==> src/rtl/updown_sweep_ctrl_pkg.sv <==
// Shared types for the up/down sweep controller: FSM state codes, which are also
// the values reported on the phase output.
package updown_sweep_ctrl_pkg;

  localparam int unsigned PHASE_W = 3;

  typedef enum logic [PHASE_W-1:0] {
    ST_IDLE     = 3'd0,
    ST_UP       = 3'd1,
    ST_HOLD_TOP = 3'd2,
    ST_DOWN     = 3'd3,
    ST_HOLD_BOT = 3'd4,
    ST_DONE     = 3'd5
  } state_e;

endpackage

==> src/rtl/updown_cnt.sv <==
// Synchronous up/down counter with a synchronous zero-load. It does no range
// checking; the controlling FSM keeps the value inside 0..limit.
module updown_cnt #(
  parameter int unsigned WIDTH = 3
) (
  input  logic             clock,
  input  logic             clear,
  input  logic             load0,
  input  logic             enable,
  input  logic             up,
  output logic [WIDTH-1:0] count
);

  logic [WIDTH-1:0] count_q;
  logic [WIDTH-1:0] count_d;

  always_comb begin
    count_d = count_q;
    if (load0) begin
      count_d = '0;
    end else if (enable) begin
      count_d = up ? (count_q + WIDTH'(1)) : (count_q - WIDTH'(1));
    end
  end

  always_ff @(posedge clock) begin
    if (!clear) begin
      count_q <= '0;
    end else begin
      count_q <= count_d;
    end
  end

  assign count = count_q;

endmodule

==> src/rtl/updown_sweep_ctrl.sv <==
// Sequencer that drives an up/down counter through N triangular sweeps
// (0 -> limit, dwell, limit -> 0, dwell) and reports busy/done/phase.
module updown_sweep_ctrl
  import updown_sweep_ctrl_pkg::*;
#(
  parameter int unsigned WIDTH   = 3,
  parameter int unsigned HOLD_W  = 4,
  parameter int unsigned SWEEP_W = 4
) (
  input  logic               clock,
  input  logic               clear,
  input  logic               start,
  input  logic               abort,
  input  logic [WIDTH-1:0]   limit,
  input  logic [HOLD_W-1:0]  hold,
  input  logic [SWEEP_W-1:0] sweeps,
  output logic [WIDTH-1:0]   count,
  output logic               busy,
  output logic               done,
  output logic [PHASE_W-1:0] phase
);

  state_e             state_q, state_d;
  logic [WIDTH-1:0]   limit_q, limit_d;
  logic [HOLD_W-1:0]  hold_q, hold_d;
  logic [HOLD_W-1:0]  dwell_q, dwell_d;
  logic [SWEEP_W-1:0] rem_q, rem_d;
  logic               busy_q, done_q;
  logic [PHASE_W-1:0] phase_q;

  logic               start_ok;
  logic               cnt_load0, cnt_en, cnt_up;
  logic [WIDTH-1:0]   cnt_val;

  // A start is only honoured from IDLE with a non-zero limit; abort wins a tie.
  assign start_ok = (state_q == ST_IDLE) && start && !abort && (limit != '0);

  updown_cnt #(
    .WIDTH (WIDTH)
  ) u_cnt (
    .clock  (clock),
    .clear  (clear),
    .load0  (cnt_load0),
    .enable (cnt_en),
    .up     (cnt_up),
    .count  (cnt_val)
  );

  always_ff @(posedge clock) begin
    if (!clear) begin
      state_q <= ST_IDLE;
      limit_q <= '0;
      hold_q  <= '0;
      dwell_q <= '0;
      rem_q   <= '0;
      busy_q  <= 1'b0;
      done_q  <= 1'b0;
      phase_q <= '0;
    end else begin
      state_q <= state_d;
      limit_q <= limit_d;
      hold_q  <= hold_d;
      dwell_q <= dwell_d;
      rem_q   <= rem_d;
      busy_q  <= (state_d != ST_IDLE);
      done_q  <= (state_d == ST_DONE);
      phase_q <= state_d;
    end
  end

  always_comb begin
    state_d = state_q;
    limit_d = limit_q;
    hold_d  = hold_q;
    dwell_d = dwell_q;
    rem_d   = rem_q;
    if (abort && (state_q != ST_IDLE)) begin
      state_d = ST_IDLE;
    end else begin
      case (state_q)
        ST_IDLE: begin
          if (start_ok) begin
            state_d = ST_UP;
            limit_d = limit;
            hold_d  = hold;
            rem_d   = (sweeps == '0) ? SWEEP_W'(1) : sweeps;
          end
        end
        ST_UP: begin
          // This edge lifts the counter onto limit.
          if (cnt_val == (limit_q - WIDTH'(1))) begin
            if (hold_q != '0) begin
              state_d = ST_HOLD_TOP;
              dwell_d = hold_q;
            end else begin
              state_d = ST_DOWN;
            end
          end
        end
        ST_HOLD_TOP: begin
          if (dwell_q == HOLD_W'(1)) begin
            state_d = ST_DOWN;
          end else begin
            dwell_d = dwell_q - HOLD_W'(1);
          end
        end
        ST_DOWN: begin
          // This edge brings the counter back to zero: one sweep finished.
          if (cnt_val == WIDTH'(1)) begin
            rem_d = rem_q - SWEEP_W'(1);
            if (rem_q == SWEEP_W'(1)) begin
              state_d = ST_DONE;
            end else if (hold_q != '0) begin
              state_d = ST_HOLD_BOT;
              dwell_d = hold_q;
            end else begin
              state_d = ST_UP;
            end
          end
        end
        ST_HOLD_BOT: begin
          if (dwell_q == HOLD_W'(1)) begin
            state_d = ST_UP;
          end else begin
            dwell_d = dwell_q - HOLD_W'(1);
          end
        end
        ST_DONE: begin
          state_d = ST_IDLE;
        end
        default: begin
          state_d = ST_IDLE;
        end
      endcase
    end
  end

  // Counter controls; abort freezes the count at whatever value it holds.
  always_comb begin
    cnt_load0 = start_ok;
    cnt_en    = 1'b0;
    cnt_up    = 1'b0;
    if (!abort) begin
      case (state_q)
        ST_UP:   begin cnt_en = 1'b1; cnt_up = 1'b1; end
        ST_DOWN: begin cnt_en = 1'b1; cnt_up = 1'b0; end
        default: begin cnt_en = 1'b0; cnt_up = 1'b0; end
      endcase
    end
  end

  assign count = cnt_val;
  assign busy  = busy_q;
  assign done  = done_q;
  assign phase = phase_q;

endmodule
==> config.mk <==
export PLATFORM = sky130hd
export DESIGN_NAME = updown_sweep_ctrl
export DESIGN_NICKNAME = d
export VERILOG_FILES = /design/src/rtl/updown_sweep_ctrl_pkg.sv /design/src/rtl/updown_cnt.sv /design/src/rtl/updown_sweep_ctrl.sv
export SDC_FILE = /design/constraint.sdc
export NUM_CORES = 1
export LEC_CHECK = 0
export CORE_ASPECT_RATIO = 1.25
export CORE_MARGIN = 1.5
export CORE_UTILIZATION = 56
export CTS_CLUSTER_DIAMETER = 60
export DETAILED_ROUTE_END_ITERATION = 10
export PLACE_DENSITY = 0.81
export REMOVE_ABC_BUFFERS = 1
export SYNTH_ARGS = -nofsm -noshare
export SYNTH_HDL_FRONTEND = slang
export SYNTH_HIERARCHICAL = 1
export SYNTH_SLANG_ARGS = --single-unit
export TNS_END_PERCENT = 10
==> constraint.sdc <==
create_clock -name clock -period 5.51 [get_ports clock]
set_input_delay 1.102 -clock clock [delete_from_list [all_inputs] [get_ports clock]]
set_output_delay 1.102 -clock clock [all_outputs]
set_load 0.1 [all_outputs]
==> impl_summary.txt <==
----------------------------------------------------
[Clocking]
  Number of H-tree levels ... 1
  Buffer count from post-CTS setup fixing ... 0
  Number of gates resized after CTS ... 0
  Maximum clock insertion buffer count ... 2
  CTS tree ... built
  Clock edge transition at the registers on the reported setup and hold paths ... 130 ps
  Hold buffer count at cts ... 0
  Clk sinks ... 23
  Root Buffer Master ... sky130_fd_sc_hd__clkbuf_4
  Later-pin clock latency in the skew report ... 320 ps
  Number of buffers created by CTS ... 3

[Synthesis]
  Count of flip-flops with a built-in enable after synthesis ... 0
  Prevailing post-synth register cell ... sky130_fd_sc_hd__dfxtp_1
  Biggest area contributors in the synthesized netlist ... sky130_fd_sc_hd__dfxtp_1 (34%), sky130_fd_sc_hd__a21oi_1 (6.2%), sky130_fd_sc_hd__nand2_1 (4.9%)
  Fraction of post-synthesis cell area in the top cell type by area ... 33.7%
  Cell Area, Synth ... 0.00137 sq mm
  Top-count cell post-synth ... sky130_fd_sc_hd__dfxtp_1
  Sequential area share after synthesis ... 33.7%
  Number of distinct standard cells referenced by the synthesized netlist ... 47
  Number of warnings printed during yosys synthesis ... 6
  Flip-flop and latch count after synthesis ... 23
  Async S/R FF share, synth ... 0%
  Library cell with the largest summed area after synthesis ... sky130_fd_sc_hd__dfxtp_1
  Post-synthesis cell count ... 167
  Post-synth top cells ... sky130_fd_sc_hd__dfxtp_1 (23), sky130_fd_sc_hd__nand2_1 (18), sky130_fd_sc_hd__a21oi_1 (17)
  Avg Cell Area, Syn ... 8.18 sq um

[Critical path]
  Startpoint kind of the worst setup timing path ... flop
  Critical setup path kind ... reg -> out
  Crit path DAT ... 2200 ps
  Buffer and inverter count on the worst path ... 1
  Maximum single-stage delay on the critical path ... 1230 ps
  Dominant delay contributor by cell family on the critical path ... buffers and inverters
  Maximum fanout encountered on the critical timing path ... 14
  Worst-path cell with the longest stage delay ... sky130_fd_sc_hd__clkdlybuf4s50_1
  Critical path, cell by cell ... clkdlybuf4s50_1
  Worst setup EP type ... output pin
  CP required ... 4410 ps

[Timing]
  Final count of negative-setup-slack endpoints ... 0
  Post-layout min period ... 3300 ps
  Unrepaired setup endpoints after global routing ... false
  Total Negative Setup Slacks ... 0 ps
  Endpoints failing hold ... 0
  Final worst path period share ... 59.9%
  Max-slew headroom at the worst pin ... 35.1%
  Final setup skew ... 6.57 ps
  Number of max-slew violations in the final report ... 0
  Worst-Margin Slew ... 971 ps
  Peak Freq ... 303 MHz

[Route]
  DR iter-0 viols ... 75
  Ratio of routed vias to standard cells ... 5.88
  Average wire per cell in the routed design ... 14.0 um
  Final wirelength ... 3.07 mm
  Detailed Routing Iterations Pass 1 ... 4
  Number of nets with antenna violations after routing ... 0
  Count of vias placed by the detailed router ... 1287
  Number of DRC violations after detailed routing ... 0

[Power]
  PnR Total Power ... 0.000337 W
  Static Leakage ... 0.577 nW
  Net switching fraction of the power ... 31.2%
  Flop pwr share ... 53.6%
  Maximum vdd ir drop ... 174 uV
  Power share of the clock group ... 24.1%
  Combinational fraction of design power ... 22.2%
  Internal power ... 0.000232 W
  Switching power summed over all nets ... 0.000105 W
  Total power per unit cell area ... 208 mW/mm^2

[Final layout]
  Final Non-Filler Cells ... 219
  Layout area overhead ... 18.6%
  Fraction of layout cells with a size suffix above 1 ... 5.32%
  Filler Cell Count ... 182
  Nets@finish ... 210
  Number of inserted diodes ... 0

[Floorplan]
  Die extent in x ... 47.2 um
  Standard-cell rows ... 19
  Core outline area ... 0.00226 sq mm
  Die Footprint ... 0.00275 sq mm
  Die H ... 58.2 um
  Initial core utilization ... 60.5%
  Count of pins on the block boundary ... 23

[Global routing]
  First-pass GRT wire length ... 4.93 mm
  GRT Total Usage ... 24.6%
  Pin count of the biggest net entering global routing ... 16
  Via count of the first global-routing pass ... 1200
  Gr ovfl total ... 0
  Number of antenna violations at the first check in global routing ... 0

[Placement]
  Number of cells in the design after placement ... 215
  DPL Wire Length ... 2.28 mm
  Final weighted congestion in routability-driven placement ... 0.883
  Number of port buffers ... 22

[Outcome]
  Result of the run ... completed

[Hold path]
  Hold crit path type ... reg -> reg

[Flow run]
  Maximum Capacitance Violations ... 0

----------------------------------------------------
final cells by class:
type	instances	area, sq um	share of cell area [%]
tap	31	38.8	2.39
multi-input combinational	129	837	51.7
timing repair buffer	22	220	13.6
inverter	10	37.5	2.32
clock buffer	4	26.3	1.62
sequential	23	460	28.4
state kept, by name, summed over array words and instances, names as in the netlist:
register / count
hold_q: 4
phase: 3
busy: 1
rem_q: 4
limit_q: 3
u_cnt/count: 3
dwell_q: 4
done: 1
power groups by stage:
stage / clock network (W) / logic, W / registers, W
final: 0.0000813 / 0.0000749 / 0.000181
after global routing: 0.0000885 / 0.0000805 / 0.000182
after CTS: 0.0000810 / 0.0000746 / 0.000181
after detailed placement: 0 / 0.0000741 / 0.000184
after global placement: 0 / 0.0000721 / 0.000184
after floorplan: 0 / 0.0000356 / 0.000198
kinds of logic after synthesis:
logic type	synth area share, %
compound gates	20.5
simple gates	27.1
buf+inv	5.04
fa+ha+maj	6.04
xor+xnor	6.14
flops	33.7
mux	1.47
routing by layer:
metal  global-route usage (%)  vias to the layer above  part of all wire, %
met4                     11.1                        0                  2.0
met1                     30.0                      599                   43
met3                     3.74                        7                  4.9
met5                        0                        -                    0
met2                     41.1                       47                   50
li1                         -                      634                    -
final timing paths:
kind                                         startpoint                     endpoint  slack, ps  depth (start not counted)
worst max-delay path                phase[2]$_SDFF_PN0_                     phase[2]       2210                          1
worst min-delay path            limit_q[2]$_SDFFE_PN0P_      limit_q[2]$_SDFFE_PN0P_        490                          2
worst max register to register      phase[0]$_SDFF_PN0_  u_cnt/count[2]$_SDFFE_PP0P_       3140                          7
worst min register to register  limit_q[2]$_SDFFE_PN0P_      limit_q[2]$_SDFFE_PN0P_        490                          2
cell usage in the layout (no fill, tap or decap), types with 2 or more instances in the layout:
cell type	Yosys	layout
sky130_fd_sc_hd__o21ai_0	10	10
sky130_fd_sc_hd__nand3_1	3	3
sky130_fd_sc_hd__clkdlybuf4s50_1	0	22
sky130_fd_sc_hd__nand2b_1	2	2
sky130_fd_sc_hd__nor2b_1	2	2
sky130_fd_sc_hd__or2_2	3	3
sky130_fd_sc_hd__xnor2_1	5	5
sky130_fd_sc_hd__nand2_1	18	18
sky130_fd_sc_hd__inv_1	10	10
sky130_fd_sc_hd__a21oi_1	17	17
sky130_fd_sc_hd__nand3b_1	2	2
sky130_fd_sc_hd__and2_1	2	2
sky130_fd_sc_hd__o2111ai_1	3	3
sky130_fd_sc_hd__nand4_1	2	2
sky130_fd_sc_hd__xor2_1	2	2
sky130_fd_sc_hd__or3_1	4	4
sky130_fd_sc_hd__a22oi_1	2	2
sky130_fd_sc_hd__a31oi_1	3	3
sky130_fd_sc_hd__nor3_1	3	3
sky130_fd_sc_hd__nor2_1	13	13
sky130_fd_sc_hd__nor3b_1	6	6
sky130_fd_sc_hd__mux2i_1	2	2
sky130_fd_sc_hd__dfxtp_1	23	23
sky130_fd_sc_hd__clkbuf_4	0	3
sky130_fd_sc_hd__ha_1	5	5
metrics by stage:
stage / utilization, % / hold WS, ps / setup slack (ps) / area (sq um)
2_1_floorplan: - / 437 / 2780 / 1340
6_report: 71.7 / 486 / 2210 / 1620
3_5_place_dp: 70.6 / 456 / 2430 / 1590
3_3_place_gp: 70.6 / 453 / 2510 / 1590
5_1_grt: 71.7 / 512 / 2120 / 1620
4_1_cts: 71.7 / 474 / 2230 / 1620
Note: power is estimated with default switching activity, not from simulation.
